--- config.mk ---
export PLATFORM = sky130hd
export DESIGN_NAME = regfile_wb_arbiter
export DESIGN_NICKNAME = d
export VERILOG_FILES = /design/src/rtl/regfile_wb_arbiter.sv
export SDC_FILE = /design/constraint.sdc
export NUM_CORES = 1
export LEC_CHECK = 0
export ABC_AREA = 1
export BUFFER_PORTS_ARGS = -buffer_cell sky130_fd_sc_hd__buf_4
export CAP_MARGIN = 5
export CORE_MARGIN = 4
export CORE_UTILIZATION = 43
export CTS_CLUSTER_SIZE = 24
export DETAILED_ROUTE_END_ITERATION = 16
export PLACE_DENSITY = 0.81
export RECOVER_POWER = 25
export SETUP_SLACK_MARGIN = 0.1
export SLEW_MARGIN = 10
export SYNTH_ARGS = -nofsm -noshare
export SYNTH_HDL_FRONTEND = slang
export SYNTH_SLANG_ARGS = --single-unit
--- constraint.sdc ---
create_clock -name clk -period 1.04 [get_ports clk]
set_input_delay 0.104 -clock clk [delete_from_list [all_inputs] [get_ports clk]]
set_output_delay 0.104 -clock clk [all_outputs]
set_load 0.05 [all_outputs]
--- src/rtl/regfile_wb_arbiter.sv ---
// -----------------------------------------------------------------------------
// regfile_wb_arbiter
//
// Purpose:
//   Shares the single register-file write port among NREQ writeback requesters
//   (ALU, load unit, mul/div) with a valid/ready handshake. The write accepted
//   in cycle T is driven onto rf_rw/rf_dr/rf_data in cycle T+1. A per-register
//   pending-write scoreboard (busy_vec) lets decode stall on read-after-write
//   hazards for operands A and B.
//
// Configuration macro:
//   RR_ARB_EN  defined   -> round-robin arbitration starting at rr_ptr
//              undefined -> fixed priority, lowest index wins (rr_ptr tied 0)
//
// Ports:
//   clk, rstn            clock (rising edge), asynchronous active-low reset
//   req_valid/req_ready  per-requester handshake; req_ready is one-hot
//   req_dr/req_data      packed per-requester destination index and data
//   rsv_valid/rsv_dr     decode reserves a destination register
//   chk_a/chk_b          operand indices to check; busy_a/busy_b results
//   busy_vec             full scoreboard, bit r = register r write pending
//   rf_rw/rf_dr/rf_data  registered register-file write port
// -----------------------------------------------------------------------------
module regfile_wb_arbiter #(
    parameter int WIDTH     = 32,
    parameter int DEPTH     = 16,
    parameter int DEPTH_LOG = $clog2(DEPTH),
    parameter int NREQ      = 3
) (
    input  logic                      clk,
    input  logic                      rstn,
    input  logic [NREQ-1:0]           req_valid,
    output logic [NREQ-1:0]           req_ready,
    input  logic [NREQ*DEPTH_LOG-1:0] req_dr,
    input  logic [NREQ*WIDTH-1:0]     req_data,
    input  logic                      rsv_valid,
    input  logic [DEPTH_LOG-1:0]      rsv_dr,
    input  logic [DEPTH_LOG-1:0]      chk_a,
    input  logic [DEPTH_LOG-1:0]      chk_b,
    output logic                      busy_a,
    output logic                      busy_b,
    output logic [DEPTH-1:0]          busy_vec,
    output logic                      rf_rw,
    output logic [DEPTH_LOG-1:0]      rf_dr,
    output logic [WIDTH-1:0]          rf_data
);

    localparam int PTR_W = $clog2(NREQ);

    // Grant the first valid requester found when searching upward from
    // start, wrapping NREQ-1 -> 0. With start fixed at 0 this degenerates
    // to lowest-index-wins priority.
    function automatic logic [NREQ-1:0] pick(input logic [NREQ-1:0] v,
                                             input logic [PTR_W-1:0] start);
        logic [NREQ-1:0] g;
        logic            found;
        g     = '0;
        found = 1'b0;
        for (int k = 0; k < NREQ; k++) begin
            int idx;
            idx = int'(start) + k;
            if (idx >= NREQ) idx = idx - NREQ;
            if (!found && v[idx]) begin
                g[idx] = 1'b1;
                found  = 1'b1;
            end
        end
        return g;
    endfunction

    logic                 rf_rw_q,   rf_rw_d;
    logic [DEPTH_LOG-1:0] rf_dr_q,   rf_dr_d;
    logic [WIDTH-1:0]     rf_data_q, rf_data_d;
    logic [DEPTH-1:0]     busy_q,    busy_d;
    logic [PTR_W-1:0]     rr_ptr;

`ifdef RR_ARB_EN
    logic [PTR_W-1:0]     rr_ptr_q,  rr_ptr_d;
    assign rr_ptr = rr_ptr_q;
`else
    assign rr_ptr = '0;
`endif

    logic                 accept;
    logic [DEPTH_LOG-1:0] win_dr;
    logic [WIDTH-1:0]     win_data;

    // ready may depend on valid: grant is purely combinational.
    assign req_ready = pick(req_valid, rr_ptr);
    assign accept    = |req_ready;

    always_comb begin
        // NOTE: every variable gets a default before any branch so no path
        // leaves it unassigned; a missed assignment here would infer a latch.
        win_dr    = '0;
        win_data  = '0;
        rf_rw_d   = accept;
        rf_dr_d   = rf_dr_q;
        rf_data_d = rf_data_q;
        busy_d    = busy_q;
`ifdef RR_ARB_EN
        rr_ptr_d  = rr_ptr_q;
`endif

        // Grant is one-hot, so OR-ing the masked lanes selects the winner.
        for (int i = 0; i < NREQ; i++) begin
            if (req_ready[i]) begin
                win_dr   = win_dr   | req_dr[i*DEPTH_LOG +: DEPTH_LOG];
                win_data = win_data | req_data[i*WIDTH +: WIDTH];
`ifdef RR_ARB_EN
                rr_ptr_d = PTR_W'((i + 1) % NREQ);
`endif
            end
        end

        // Without an acceptance the index/data hold their last values.
        if (accept) begin
            rf_dr_d   = win_dr;
            rf_data_d = win_data;
        end

        // Clear on commit first, then set on reserve: a new producer
        // reserving the register being committed must keep it busy.
        if (rf_rw_q)   busy_d[rf_dr_q] = 1'b0;
        if (rsv_valid) busy_d[rsv_dr]  = 1'b1;
    end

    // NOTE: the scoreboard is a flop vector rather than a RAM, so it is reset
    // with everything else; an in-flight write and all busy bits are dropped.
    always_ff @(posedge clk or negedge rstn) begin
        if (!rstn) begin
            rf_rw_q   <= 1'b0;
            rf_dr_q   <= '0;
            rf_data_q <= '0;
            busy_q    <= '0;
`ifdef RR_ARB_EN
            rr_ptr_q  <= '0;
`endif
        end else begin
            // NOTE: non-blocking so every flop samples pre-edge values; the
            // busy clear above relies on seeing the old rf_rw_q/rf_dr_q.
            rf_rw_q   <= rf_rw_d;
            rf_dr_q   <= rf_dr_d;
            rf_data_q <= rf_data_d;
            busy_q    <= busy_d;
`ifdef RR_ARB_EN
            rr_ptr_q  <= rr_ptr_d;
`endif
        end
    end

    // Scoreboard lookups read the register only: no same-cycle bypass.
    assign busy_a   = busy_q[chk_a];
    assign busy_b   = busy_q[chk_b];
    assign busy_vec = busy_q;
    assign rf_rw    = rf_rw_q;
    assign rf_dr    = rf_dr_q;
    assign rf_data  = rf_data_q;

endmodule

==> results of run 1 <==
-- Yosys cell counts, drive strengths merged --
library cell / count / area (um2)
nand2: 184 / 703
dfrtp: 53 / 1330
nand3: 38 / 190
inv: 36 / 135
nand4: 34 / 213
o21ai: 26 / 130
buf: 14 / 123
nor3: 5 / 36.3
o32ai: 4 / 35.0
a21oi: 2 / 10.0
clkbuf: 2 / 7.51
nor2: 1 / 3.75
-- worst max-delay path, stage by stage (launching register included) --
cell and delay (ns):
dfrtp_2 0.43, inv_2 0.07, nand2_1 0.07, nand3_1 0.08, nand3_1 0.08, nand3_2 0.10, nand2_4 0.06, buf_8 0.14
-- routing by layer --
layer  track usage  up-vias  part of all wire
met5             0        -                 0
met4         0.200        0             0.089
met3        0.0742      150             0.094
met2         0.579      427              0.49
met1         0.333     2043              0.32
li1              -     1856                 -
-- cell type report --
cell class	count	area, um2	share of cell area
sequential	53	1360	0.231
tap	77	96.3	0.0164
clock buffer	5	68.8	0.0117
multi-input combinational	294	1600	0.272
inverter	36	148	0.0251
clock inverter	3	17.5	0.00298
timing repair buffer	281	2590	0.440
-- worst max-delay path by stage --
| stage | startpoint | to | slack, ns | depth (start not counted) |
|---|---|---|---|---|
| floorplan | busy_vec[13]$_DFF_PN0_ | busy_b | -0.09 | 6 |
| global placement | chk_b[0] | busy_b | -0.09 | 8 |
| detailed placement | chk_b[0] | busy_b | -0.1 | 8 |
| CTS | busy_vec[2]$_DFF_PN0_ | busy_b | -0.36 | 7 |
| global route | busy_vec[11]$_DFF_PN0_ | busy_a | -0.46 | 7 |
| finish | busy_vec[11]$_DFF_PN0_ | busy_a | -0.41 | 7 |
-- per-stage QoR --
step                instance area [um2]  setup WS, ns  hold WS, ns
floorplan                          3040       -0.0924       -0.192
global placement                   4740       -0.0935       0.0106
detailed placement                 4740       -0.0960       0.0123
CTS                                5510        -0.361     0.000117
global route                       5880        -0.460      0.00217
finish                             5880        -0.414     -0.00549
-- sequential cells by signal, indices dropped and copies added (netlist names) --
name,cells
rf_dr,4
rf_rw,1
busy_vec,16
rf_data,32
-- cells by family (layout without fill, tap and decap cells) --
| group | count (synthesis) | in the layout | share of synthesized area |
|---|---|---|---|
| compound gates | 32 | 32 | 0.0601 |
| buf+inv | 52 | 325 | 0.0911 |
| flops | 53 | 53 | 0.455 |
| simple gates | 262 | 262 | 0.393 |
-- power by group --
group | switching [mW] | total, mW | internal, mW
Combinational | 3.01 | 5.49 | 2.48
Sequential | 0.319 | 2.77 | 2.45
Clock | 0.770 | 1.24 | 0.468
Total | 4.10 | 9.50 | 5.40
-- timing repair --
| action | 4_1_cts | 5_1_grt |
|---|---|---|
| cloned | 1 | 0 |
| hold endpoints to repair | 56 | 1 |
| setup buffers | 25 | 24 |
| setup endpoints to repair | 72 | 74 |
| gates resized for setup | 96 | 52 |
| hold buffers | 11 | 1 |
| pin swaps | 13 | 14 |
==> out/metrics.csv, run 1 <==
metric,value,unit
post-synth cell types,18,
clk_lat worst skew,0.32,ns
initial antenna violation count,0,
hold path endpoint,rf_data[30]$_DFFE_PN0P_,
"Hold Vio Cnt, Final",3,
status,"finished, violations left",
Final WS setup,-0.414,ns
cells after synthesis,399,
Synth Register Bits,53,
total number of vias,4476,
global route total overflow,0,
final core utilization,0.910,
syn_area_per_cell,7.30,um2
clock slew seen by the registers of the worst setup and hold paths,0.11,ns
nets,797,
Clock Path Buffers,2,
fmax,688,MHz
largest net degree at the start of global routing,29,
Clock Sinks,53,
critical path launch point type,register,
DRT Wirelength,16.3,mm
failing checks,"hold timing, setup timing",
fillcell total,251,
warning count from the yosys run,0,
VDD IR max,0.881,mV
Worst Path Required,0.94,ns
CTS tree,yes,
drt drc,0,
crit-path max FO,2,
placed cell count,681,
routability congestion estimate,0.972,
Final Max Slew Viols,0,
post-synthesis sequential area ratio,0.455,
most frequent cells in the layout,"buf_4 (184), nand2_1 (171), buf_6 (58)",
fin cells,749,
worst hold margin,-0.00549,ns
Setup TNS,-4.96,ns
critical path class,register to output pin,
"Cell Area, Synth",2910,um2
first-pass GRT wire length,21.0,mm
CTS root buf,clkbuf_8,
RSZ-0062 raised after global routing,true,
period utilization,1.40,
DR WL/cell,21.7,um
number of buffers created by CTS,5,
core footprint,6460,um2
IO Port Bufs,183,
# diodes,0,
Die Span X,90.3,um
Area Growth Syn to Fin,102,%
Power Total,9.50,mW
vias in the first global route,4293,
PwrDens,1620,nW/um2
die area,8150,um2
clk_skew,0.00944,ns
total track usage,0.320,
dpl hpwl,8.90,mm
CP arrival,1.35,ns
row count,29,
Hold Crit Class,input pin to register,
Starting Density,0.451,
Detailed Route Iter0 Violations,410,
antenna-violating nets left,0,
Critical Path End Type,output pin,
"most common cell after layout, fill and taps aside",buf_4,
final setup fails,41,
Leak,2.93,nW
IO Pins,184,
vias per cell,5.98,
Max-Cap Viols,0,
Slew HR,0.616,
Worst Tran Pin Value,0.576,ns
layout cells sized above 1,0.555,
crit path time final,1.45,ns
R2R Setup Slk,-0.15,ns
R2R Path End,busy_vec[6]$_DFF_PN0_,
reg2reg start,rf_dr[0]$_DFFE_PN0P_,
syn_nets,525,
CTS H-tree lvls,2,
Hold Path Origin,req_data[94],
WHS Path Cells,3,
Die Y-Extent,90.3,um
reg2reg path depth,5,
DRT Pass-1 Iters,6,
Power figures use the tool's default switching activity.
==> run 2, diff against run 1 <==
--- a/config.mk
+++ b/config.mk
@@ -13,7 +13,6 @@
 export CTS_CLUSTER_SIZE = 24
 export DETAILED_ROUTE_END_ITERATION = 16
 export PLACE_DENSITY = 0.81
-export RECOVER_POWER = 25
 export SETUP_SLACK_MARGIN = 0.1
 export SLEW_MARGIN = 10
 export SYNTH_ARGS = -nofsm -noshare
==> out/metrics.csv, run 2 (synthesis results as in run 1) <==
metric,value,unit,change
status,"finished, violations left",,
failing checks,"hold timing, setup timing",,
WHS Path Cells,3,,unchanged
antenna-violating nets left,0,,unchanged
R2R Setup Slk,-0.16,ns,about the same
Detailed Route Iter0 Violations,384,,-6.3%
Worst Tran Pin Value,0.316,ns,-0.261 ns
fmax,687,MHz,-0.19%
"most common cell after layout, fill and taps aside",buf_4,,
total number of vias,4513,,+0.83%
Area Growth Syn to Fin,102,%,
number of buffers created by CTS,5,,unchanged
Worst Path Required,0.94,ns,about the same
period utilization,1.40,,+0.00262
worst hold margin,-0.00602,ns,-0.000539 ns
crit-path cells,"inv_2, nand2_1, nand3_1, nand3_1, nand3_2, nand2_4, buf_8",,
VDD IR max,0.882,mV,about the same
DRT Pass-1 Iters,7,,+1
crit-path max FO,2,,unchanged
critical path launch point type,register,,
Slew HR,0.790,,+0.174
"Slowest-stage cell, CP",dfrtp_2,,
first-pass GRT wire length,21.0,mm,unchanged
critical path class,register to output pin,,
Max-Cap Viols,0,,unchanged
CP max stage delay,0.43,ns,about the same
"Hold Vio Cnt, Final",2,,-1
Final WS setup,-0.417,ns,-0.00273 ns
DR WL/cell,21.7,um,-0.18%
Clock Path Buffers,2,,unchanged
pre-CTS setup slack,-0.0960,ns,unchanged
final core utilization,0.912,,+0.00233
CTS H-tree lvls,2,,unchanged
reg2reg path depth,5,,unchanged
max reg flops,32,,unchanged
clock slew seen by the registers of the worst setup and hold paths,0.11,ns,about the same
DRT Wirelength,16.2,mm,-0.18%
# diodes,0,,unchanged
hold path endpoint,rf_data[15]$_DFFE_PN0P_,,
Die Y-Extent,90.3,um,unchanged
IO Port Bufs,183,,unchanged
R2R Path End,busy_vec[6]$_DFF_PN0_,,
crit path time final,1.46,ns,+0.00273 ns
drt drc,0,,unchanged
Die Span X,90.3,um,unchanged
clk_skew,0.00504,ns,-0.00440 ns
Clock Sinks,53,,unchanged
global route total overflow,0,,unchanged
final setup fails,40,,-2.4%
Final Max Slew Viols,0,,unchanged
Power Total,9.51,mW,+0.11%
dpl hpwl,8.90,mm,unchanged
IO Pins,184,,unchanged
Hold Path Origin,req_data[79],,
vias per cell,6.03,,+0.83%
most frequent CP cell,nand3_1,,
Critical Path End Type,output pin,,
total track usage,0.320,,unchanged
reg2reg start,rf_dr[0]$_DFFE_PN0P_,,
most frequent cells in the layout,"buf_4 (186), nand2_1 (171), buf_6 (57)",,
Leak,2.94,nW,+0.26%
initial antenna violation count,0,,unchanged
largest net degree at the start of global routing,29,,unchanged
die area,8150,um2,unchanged
CTS root buf,clkbuf_8,,
clk_lat worst skew,0.32,ns,about the same
CTS tree,yes,,
CP arrival,1.35,ns,about the same
layout cells sized above 1,0.557,,+0.00149
Hold Crit Class,input pin to register,,
RSZ-0062 raised after global routing,true,,
row count,29,,unchanged
PwrDens,1610,nW/um2,-0.15%
nets,797,,unchanged
routability congestion estimate,0.972,,unchanged
vias in the first global route,4293,,unchanged
Starting Density,0.451,,unchanged
core footprint,6460,um2,unchanged
[run 2: cell types whose count changed in the layout (fill, tap and decap cells not counted), sizes merged]
| cell | previous run | this run |
|---|---|---|
| buf | 266 | 268 |
| clkbuf | 7 | 5 |
[run 2: routing by layer]
metal	part of all wire	GRT usage	wire length, um
met1	0.32	0.333	5150
met2	0.50	0.579	8100
met3	0.099	0.0742	1610
met4	0.084	0.200	1370
met5	0	0	0
[run 2: per-stage QoR]
| stage | cells | TNS, ns | hold slack (ns) | area [um2] |
|---|---|---|---|---|
| final | 749 | -4.95 | -0.00602 | 5890 |
| after global routing | 749 | -5.69 | 0.00217 | 5890 |
| after CTS | 726 | -2.84 | 0.000117 | 5510 |
| after detailed placement | 681 | -0.236 | 0.0123 | 4740 |
| after global placement | 681 | -0.177 | 0.0106 | 4740 |
| after floorplan | 399 | -0.510 | -0.192 | 3040 |
[run 2: final cells by class]
class / instances / area, um2
clock buffer: 5 / 68.8
clock inverter: 3 / 17.5
fill: 245 / 566
inverter: 36 / 148
multi-input combinational: 294 / 1600
sequential: 53 / 1360
tap: 77 / 96.3
timing repair buffer: 281 / 2600
[run 2: timing repair]
action	CTS	global route
hold endpoints to repair	56	1
setup buffers	25	24
setup endpoints to repair	72	74
pin swaps	13	14
hold buffers	11	1
cloned	1	0
gates resized for setup	96	52
[run 2: worst max path at each step]
| stage | cells after the start | startpoint | end | slack, ns |
|---|---|---|---|---|
| after floorplan | 6 | busy_vec[13]$_DFF_PN0_ | busy_b | -0.09 |
| after global placement | 8 | chk_b[0] | busy_b | -0.09 |
| after detailed placement | 8 | chk_b[0] | busy_b | -0.1 |
| after CTS | 7 | busy_vec[2]$_DFF_PN0_ | busy_b | -0.36 |
| after global routing | 7 | busy_vec[11]$_DFF_PN0_ | busy_a | -0.46 |
| final | 7 | busy_vec[10]$_DFF_PN0_ | busy_b | -0.42 |
[run 2: where the power goes]
part | total (mW) | switching (mW) | internal [mW]
clock network | 1.24 | 0.773 | 0.469
logic | 5.50 | 3.01 | 2.49
registers | 2.77 | 0.319 | 2.45
[run 2: worst max-delay path, delay by kind of cell (launching register included)]
kind,cells,cell delay (ns)
buffers and inverters,2,0.20
flip-flops,1,0.43
AND/OR/NAND/NOR,5,0.40
